**config.mk**
```make
export PLATFORM = sky130hd
export DESIGN_NAME = muldiv_unit
export DESIGN_NICKNAME = d
export VERILOG_FILES = /design/src/rtl/muldiv_unit.sv
export SDC_FILE = /design/constraint.sdc
export NUM_CORES = 1
export LEC_CHECK = 0
export ABC_CLOCK_PERIOD_IN_PS = 7200
export BUFFER_PORTS_ARGS = -buffer_cell sky130_fd_sc_hd__buf_2
export CAP_MARGIN = 10
export CORE_MARGIN = 5
export CORE_UTILIZATION = 55
export DETAILED_ROUTE_END_ITERATION = 6
export PLACE_DENSITY = 0.75
export SETUP_SLACK_MARGIN = 0.05
export SYNTH_ARGS = -nofsm -noshare
export SYNTH_HDL_FRONTEND = slang
export SYNTH_SLANG_ARGS = --single-unit
```
**constraint.sdc**
```tcl
create_clock -name clk -period 7.2 [get_ports clk]
set_input_delay 2.16 -clock clk [delete_from_list [all_inputs] [get_ports clk]]
set_output_delay 2.16 -clock clk [all_outputs]
set_load 0.05 [all_outputs]
```
**src/rtl/muldiv_unit.sv**
```systemverilog
// muldiv_unit: iterative multiply/divide unit with HI/LO result registers.
// Multiplies by shift-add and divides by restoring division, one step per
// cycle on operand magnitudes, applying signs when the result is written.
module muldiv_unit #(
    parameter int WIDTH = 32
) (
    input  logic             clk,
    input  logic             rst,
    input  logic             start,
    input  logic [1:0]       op,
    input  logic [WIDTH-1:0] a,
    input  logic [WIDTH-1:0] b,
    input  logic             hi_we,
    input  logic             lo_we,
    input  logic [WIDTH-1:0] wdata,
    output logic             busy,
    output logic             done,
    output logic [WIDTH-1:0] hi,
    output logic [WIDTH-1:0] lo,
    output logic             dz
);

    localparam int CW = $clog2(WIDTH + 1);

    typedef enum logic [1:0] {
        IDLE = 2'd0,
        RUN  = 2'd1,
        DONE = 2'd2
    } state_t;

    state_t           state;
    logic [CW-1:0]    cnt;
    logic             is_div;     // op[1]: divide rather than multiply
    logic             neg_res;    // product / quotient must be negated
    logic             neg_rem;    // remainder takes the dividend's sign
    logic [WIDTH-1:0] a_raw;      // original dividend, returned on divide-by-zero
    logic [WIDTH-1:0] oper;       // multiplicand or divisor magnitude
    logic [WIDTH-1:0] acc_hi;     // partial product high half / remainder
    logic [WIDTH-1:0] acc_lo;     // multiplier shifting out / quotient shifting in

    // Operand magnitudes and sign flags at acceptance
    logic             a_neg, b_neg;
    logic [WIDTH-1:0] mag_a, mag_b;

    // One iteration step and the signed-corrected final result
    logic [WIDTH-1:0]   step_hi, step_lo;
    logic [WIDTH:0]     sum;
    logic [WIDTH+1:0]   trial;
    logic [2*WIDTH-1:0] prod, prod_neg;
    logic [WIDTH-1:0]   res_hi, res_lo;
    logic               res_dz;

    // Magnitudes of the incoming operands; unsigned ops never negate
    always_comb begin
        a_neg = ~op[0] & a[WIDTH-1];
        b_neg = ~op[0] & b[WIDTH-1];
        mag_a = a_neg ? -a : a;
        mag_b = b_neg ? -b : b;
    end

    // Single multiply or divide iteration plus result formatting
    always_comb begin
        // NOTE: every always_comb output gets a default first so no path leaves it unassigned and infers a latch.
        sum      = '0;
        trial    = '0;
        step_hi  = acc_hi;
        step_lo  = acc_lo;
        if (!is_div) begin
            // Add multiplicand when the multiplier LSB is set, then shift right.
            sum     = {1'b0, acc_hi} + (acc_lo[0] ? {1'b0, oper} : '0);
            step_hi = sum[WIDTH:1];
            step_lo = {sum[0], acc_lo[WIDTH-1:1]};
        end else begin
            // Shift next dividend bit into the remainder and try subtracting;
            // the extra top bit of trial is the borrow.
            trial = {1'b0, acc_hi, acc_lo[WIDTH-1]} - {2'b00, oper};
            if (!trial[WIDTH+1]) begin
                step_hi = trial[WIDTH-1:0];
                step_lo = {acc_lo[WIDTH-2:0], 1'b1};
            end else begin
                step_hi = {acc_hi[WIDTH-2:0], acc_lo[WIDTH-1]};
                step_lo = {acc_lo[WIDTH-2:0], 1'b0};
            end
        end

        prod     = {step_hi, step_lo};
        prod_neg = -prod;
        res_dz   = is_div && (oper == '0);
        if (!is_div) begin
            {res_hi, res_lo} = neg_res ? prod_neg : prod;
        end else if (res_dz) begin
            res_hi = a_raw;
            res_lo = '1;
        end else begin
            // Most-negative / -1 yields magnitude 2^(WIDTH-1), whose negation
            // is the most-negative value again, so no special case is needed.
            res_hi = neg_rem ? -step_hi : step_hi;
            res_lo = neg_res ? -step_lo : step_lo;
        end
    end

    // Control FSM, datapath registers and HI/LO with direct writes
    always_ff @(posedge clk) begin
        // NOTE: sequential state uses non-blocking assignments so every register samples pre-edge values.
        if (rst) begin
            state   <= IDLE;
            cnt     <= '0;
            busy    <= 1'b0;
            done    <= 1'b0;
            hi      <= '0;
            lo      <= '0;
            dz      <= 1'b0;
            is_div  <= 1'b0;
            neg_res <= 1'b0;
            neg_rem <= 1'b0;
            a_raw   <= '0;
            oper    <= '0;
            acc_hi  <= '0;
            acc_lo  <= '0;
        end else begin
            done <= 1'b0;
            case (state)
                IDLE, DONE: begin
                    if (hi_we) hi <= wdata;
                    if (lo_we) lo <= wdata;
                    if (start) begin
                        state   <= RUN;
                        busy    <= 1'b1;
                        cnt     <= CW'(WIDTH);
                        is_div  <= op[1];
                        neg_res <= a_neg ^ b_neg;
                        neg_rem <= a_neg;
                        a_raw   <= a;
                        acc_hi  <= '0;
                        oper    <= op[1] ? mag_b : mag_a;
                        acc_lo  <= op[1] ? mag_a : mag_b;
                    end else begin
                        state <= IDLE;
                    end
                end
                RUN: begin
                    acc_hi <= step_hi;
                    acc_lo <= step_lo;
                    cnt    <= cnt - 1'b1;
                    if (cnt == CW'(1)) begin
                        state <= DONE;
                        busy  <= 1'b0;
                        done  <= 1'b1;
                        hi    <= res_hi;
                        lo    <= res_lo;
                        dz    <= res_dz;
                    end
                end
                default: state <= IDLE;
            endcase
        end
    end

endmodule

```
---- Word level (Yosys, flattened, before mapping) ----
Cells that the tools add are included.
operators by class
  add/sub/neg operators ................... 8
  equality and inequality tests ........... 7
  mux-type cells .......................... 35
  bitwise logic cells ..................... 5
  reduce and logical (&&, ||, !) cells .... 12
operators with widths
  cell                                                                    number
  32-bit two-way mux                                                      20
  32-bit one-hot mux with 2 select lines                                  4
  32-bit negation                                                         4
  64-bit two-way mux                                                      1
  64-bit negation                                                         1
  33-bit by 32-bit subtractor with 34-bit output                          1
  32-bit by 32-bit adder with 33-bit output                               1
  32-bit zero test                                                        1
  6-bit one-hot mux with 2 select lines                                   1
  3-bit AND reduction                                                     3
  2-bit inequality test (second input constant)                           4
  6-bit by 1-bit equality test with 1-bit output (second input constant)  1
  6-bit two-way mux                                                       1
  2-bit AND reduction                                                     3
  6-bit by 1-bit subtractor with 6-bit output (second input constant)     1
  1-bit two-way mux                                                       5
  2-bit one-hot mux with 2 select lines                                   1
  2-bit OR reduction                                                      2
  1-bit bitwise AND                                                       2
  2-bit by 1-bit equality test with 1-bit output (second input constant)  1
  2-bit equality test (second input constant)                             1
  2-bit zero test                                                         1
  2-bit two-way mux                                                       1
  1-bit NOT                                                               2
  4 further kinds                                                         4
storage, ports and cells
  register bits after elaboration ......... 206
  input bits .............................. 103
  output and inout bits ................... 67
  logic and storage cells ................. 81

---- Depth between registers and ports, before layout ----
  word-level depth ........................ 9
  mapped depth ............................ 22
  mapped depth without buffers ............ 18

---- Worst setup path before layout ----
No wires, ideal clock.
  path kind ............................... input to register
  start point ............................. input b[4]
  end point ............................... register oper[29]
  library setup time ...................... 128 ps
  arrival time ............................ 4,307 ps
  data required time ...................... 7,072 ps
  path slack .............................. 2,765 ps
  cell stages on the path ................. 10
  buffers on the path ..................... 0
  cells stage by stage .................... or4_1 -> nor2_1 -> and3_1 -> nand2_1 -> or3_1 -> o41ai_1 -> xor2_1 -> mux2i_1 -> a21oi_1 -> nor2_1
between the ends
  word-level cells in the longest chain between the ends .. 3
ends and longest elaborated chain
  element               line  source
  start, declared       12    input logic [WIDTH-1:0] b,
  32-bit negation       58    mag_b = b_neg ? -b : b;
  32-bit two-way mux    58
  32-bit two-way mux    135   oper <= op[1] ? mag_b : mag_a;
  end signal, assigned  135
  end, declared         37    logic [WIDTH-1:0] oper;
No other way between the ends.
A chain may end at the register's enable or synchronous reset.

---- Worst setup path after layout ----
  start point ............................. register oper[30]
  end point ............................... register hi[26]
between the ends
  word-level cells in the longest chain between the ends .. 9
  elaborated cells on any way between the ends .. 15
  those cells by class .................... 3 x add/sub; 10 x mux; 2 x reduce/logical
ends and longest elaborated chain
  element                                         line  source
  33-bit by 32-bit subtractor with 34-bit output  76    trial = {1'b0, acc_hi, acc_lo[WIDTH-1]} - {2'b00, oper};
  32-bit two-way mux                              77    if (!trial[WIDTH+1]) begin
  32-bit two-way mux                              68    if (!is_div) begin
  32-bit negation                                 97    res_hi = neg_rem ? -step_hi : step_hi;
  32-bit two-way mux                              97
  32-bit two-way mux                              91    end else if (res_dz) begin
  32-bit two-way mux (*)                          89    if (!is_div) begin
  32-bit two-way mux (*)                          145   if (cnt == CW'(1)) begin
  32-bit one-hot mux with 2 select lines (*)      122   case (state)
  end signal, assigned                            124   if (hi_we) hi <= wdata;
  end signal, assigned                            149   hi <= res_hi;
  end, declared                                   18    output logic [WIDTH-1:0] hi,
Mark *: on every way between the ends. The rest lies on a longest branch, timed or not. The select of a mux whose other input is x is not followed.

==> metrics.md <==
| Metric | Value |
|---|---|
| Status | finished, violations left |
| Failing checks | design-rule violations |
| Synth Area in XOR/XNOR | slightly above 7% |
| Die area | 37500 um^2 |
| Starting Density | around 56% |
| Worst hold slack | 457 ps |
| Slowest cell on the critical path | a31o_1 |
| Worst Path Required | 7650 ps |
| Nets | 2824 |
| Bufs and invs on worst path | 1 |
| Seq/Total Area, Yosys | 22.2% |
| TNS Setup | 0 ps |
| Top FF cell, synth | dfxtp_1 |
| Critical path launch point type | register |
| Worst vdd ir | roughly 0.20 mV |
| CP delay by family, top | compound AO/OA/AOI/OAI gates |
| DRC | 2 |
| Clock skew | about 17 ps |
| R2r startpoint | oper[30] |
| Max-cap viol count | 0 |
| Largest family of logic cells by synthesized area | compound AO/OA/AOI/OAI gates |
| Post-Syn Area | 18600 um^2 |
| Netlist cell types | 109 |
| Fin crit share | about 80% |
| Share of layout cells above drive strength 1 | ~13% |
| Crit path time final | between 5000 and 6000 ps |
| Clock slew at reported path FFs | 60 ps |
| GR Util met1 | 51.7% |
| Number of buffers created by CTS | 24 |
| IO Port Bufs | 169 |
| Final setup fails | 0 |
| Synth Area in Compound Gates | 29.8% |
| Total power per unit cell area | 206 nW/um^2 |
| Syn_nets | 2781 |
| Post-DP HPWL | 60400 um |
| Adder-Cell Fraction of Synth Area | under 10% |
| Cells on worst reg2reg path | 18 |
| GRT Residual Overflow | 0 |
| CTS H-tree depth | 1 |
| First-pass GRT wire length | 118000 um |
| Wire per inst | 25.3 um |
| Setup crit end | hi[26] |
| Leak pwr | 0.00805 uW |
| EDFF count, synth | 0 |
| Type of the worst min-delay path | reg2reg |
| Die H | roughly 190 um |
| Via Count | approximately 22000 |
| Critical path type | reg2reg |
| RSZ-0062 raised after global routing | false |
| Via density | 6.92 |
| Fmax achieved | 0.169 GHz |
| Core area | 33400 um^2 |
| # resized after CTS | 0 |
| Synth warnings | 0 |
| Post-Synth Simple-Gate Area | 26.8% |
| Clock Latency Late Sink | 570 ps |
| Post-Syn Instances | 2606 |
| Root Buffer | clkbuf_16 |
| R2r endpoint | hi[26] |
| Clk buf depth | 3 |
| WL final | 78900 um |
| Grt peak-use layer | met2 |
| Vias in the first global route | 19733 |
| Gpl congestion | 1.09 |
| Rel. slew slack | 25.4% |
| Die Width | 194 um |
| CTS Sinks | 206 |
| Mux share of post-synthesis cell area | 3.65% |
| Critical path's largest stage delay | a little over 700 ps |
| #FFs+latches synth | 206 |
| I/O pins | 170 |
| Drt initial violations | roughly 3300 |
| Post-synthesis async set-or-reset flop share | 0% |
| Initial antenna violation count | 2 |
| TritonCTS clock tree | done |
| Number of routed nets with antenna violations | 0 |
| GR Util met3 | 8.71% |
| Synth-to-layout area growth | 9.16% |
| Tot GR Track Use | 39.4% |
| Grt met2 use | just under 60% |
| Critical path peak fanout | 17 |
| Crit path arrival time | 6370 ps |
| CP Cell Sequence | inv_1, ha_1, a21o_1, a211oi_4, a21boi_2, a31o_1, nand3_2, o21ai_0, ha_1, o2111ai_1, nor3_1, nand3_1, nor2_1, nand3_1, nor4_1, o21a_1, nor3_1, o31a_1 |
| Tightest Pin Transition | 1120 ps |
| Reg2Reg Setup Slack | 1270 ps |
| Hold Buf Count CTS | 0 |
| Postcts setup bufs | 0 |
| DR pass1 iterations | 7 |
| Largest net degree at the start of global routing | 116 |
| Final hold violations | 0 |
| Fin. max-slew vios | 0 |
| Critical path depth | 18 |
| Critical Path End Type | register |
| Syn Area/Cell | 7.12 um^2 |
| Crit path from | oper[30] |
| Cell Rows | 67 |
placed cells by master, fill, tap and decap left out, types with 34 or more instances in the layout:
cell type	n
a311oi_1	44
a22oi_1	34
nor2_1	331
o21ai_0	145
and2_1	51
xnor2_1	97
o211ai_1	36
nand3_1	58
dfxtp_1	204
ha_1	70
o31ai_1	35
a211oi_1	62
buf_2	168
a21oi_1	220
inv_1	65
nand2_1	332
xor2_1	57
mux2i_1	44
nor3_1	62
metrics by stage:
stage                     cell area (um^2)  total power [uW]  util, %  setup WS, ps  cells
after floorplan                      18600              2410        -          2770   2606
after global placement               19500              2870     58.2          1780   3071
after detailed placement             19500              2880     58.2          1600   3071
after CTS                            20300              4110     60.6          1530   3115
after global routing                 20300              4320     60.6          1070   3115
final                                20300              4180     60.6          1270   3116
power breakdown:
group	internal, uW	switching [uW]
clock network	693	554
logic	485	1120
registers	1230	98.7
how the worst min path moves through the flow:
stage                     startpoint        end  slack, ps  depth (start not counted)
after global routing       a_raw[18]  a_raw[18]        480                          2
after CTS                  a_raw[18]  a_raw[18]        460                          2
after floorplan            a_raw[28]  a_raw[28]        430                          2
final                             dz         dz        460                          2
after detailed placement   a_raw[18]  a_raw[18]        450                          2
after global placement            dz         dz        440                          2
worst register-to-register path: cells and delay by family, from the launching register on:
kind            cells  cell delay (ps)
compound gates      8             2600
fa+ha+maj           2              650
buf+inv             1              100
flops               1              390
simple gates        7             2060
synth_stat cells (51+ instances only):
| library cell | n | area [um^2] |
|---|---|---|
| a211oi_1 | 62 | 465 |
| a21oi_1 | 221 | 1110 |
| and2_1 | 51 | 319 |
| clkbuf_1 | 122 | 458 |
| dfxtp_1 | 206 | 4120 |
| ha_1 | 70 | 876 |
| inv_1 | 65 | 244 |
| nand2_1 | 333 | 1250 |
| nand3_1 | 58 | 290 |
| nor2_1 | 333 | 1250 |
| nor3_1 | 62 | 310 |
| o21ai_0 | 145 | 726 |
| xnor2_1 | 97 | 850 |
| xor2_1 | 57 | 499 |
state kept, by name (all words and copies together), names as in the netlist:
| register | count |
|---|---|
| acc_hi | 32 |
| done | 1 |
| cnt | 6 |
| a_raw | 32 |
| busy | 1 |
| lo | 32 |
| acc_lo | 32 |
| neg_res | 1 |
| dz | 1 |
| oper | 32 |
| state | 2 |
| hi | 32 |
| neg_rem | 1 |
| is_div | 1 |
metal layers:
metal	routed length (um)	part of all wire, %
met1	29800	38
met2	33300	42
met3	9640	12
met4	6110	7.7
met5	13	0.016
kinds of logic after synthesis:
group           Yosys count
simple gates           1057
compound gates          809
buf+inv                 243
flops                   206
xor+xnor                154
fa+ha+maj                72
mux                      65
final cells by class:
class	instances	area, um^2
multi-input cells	2157	13500
repair buffers	192	1020
diodes	1	2.50
flip-flops and latches	206	4130
inverters	68	255
clock buffers	29	659
fillers	3124	13200
well taps	448	561
clock inverters	15	129
Note: power is estimated with default switching activity, not from simulation.
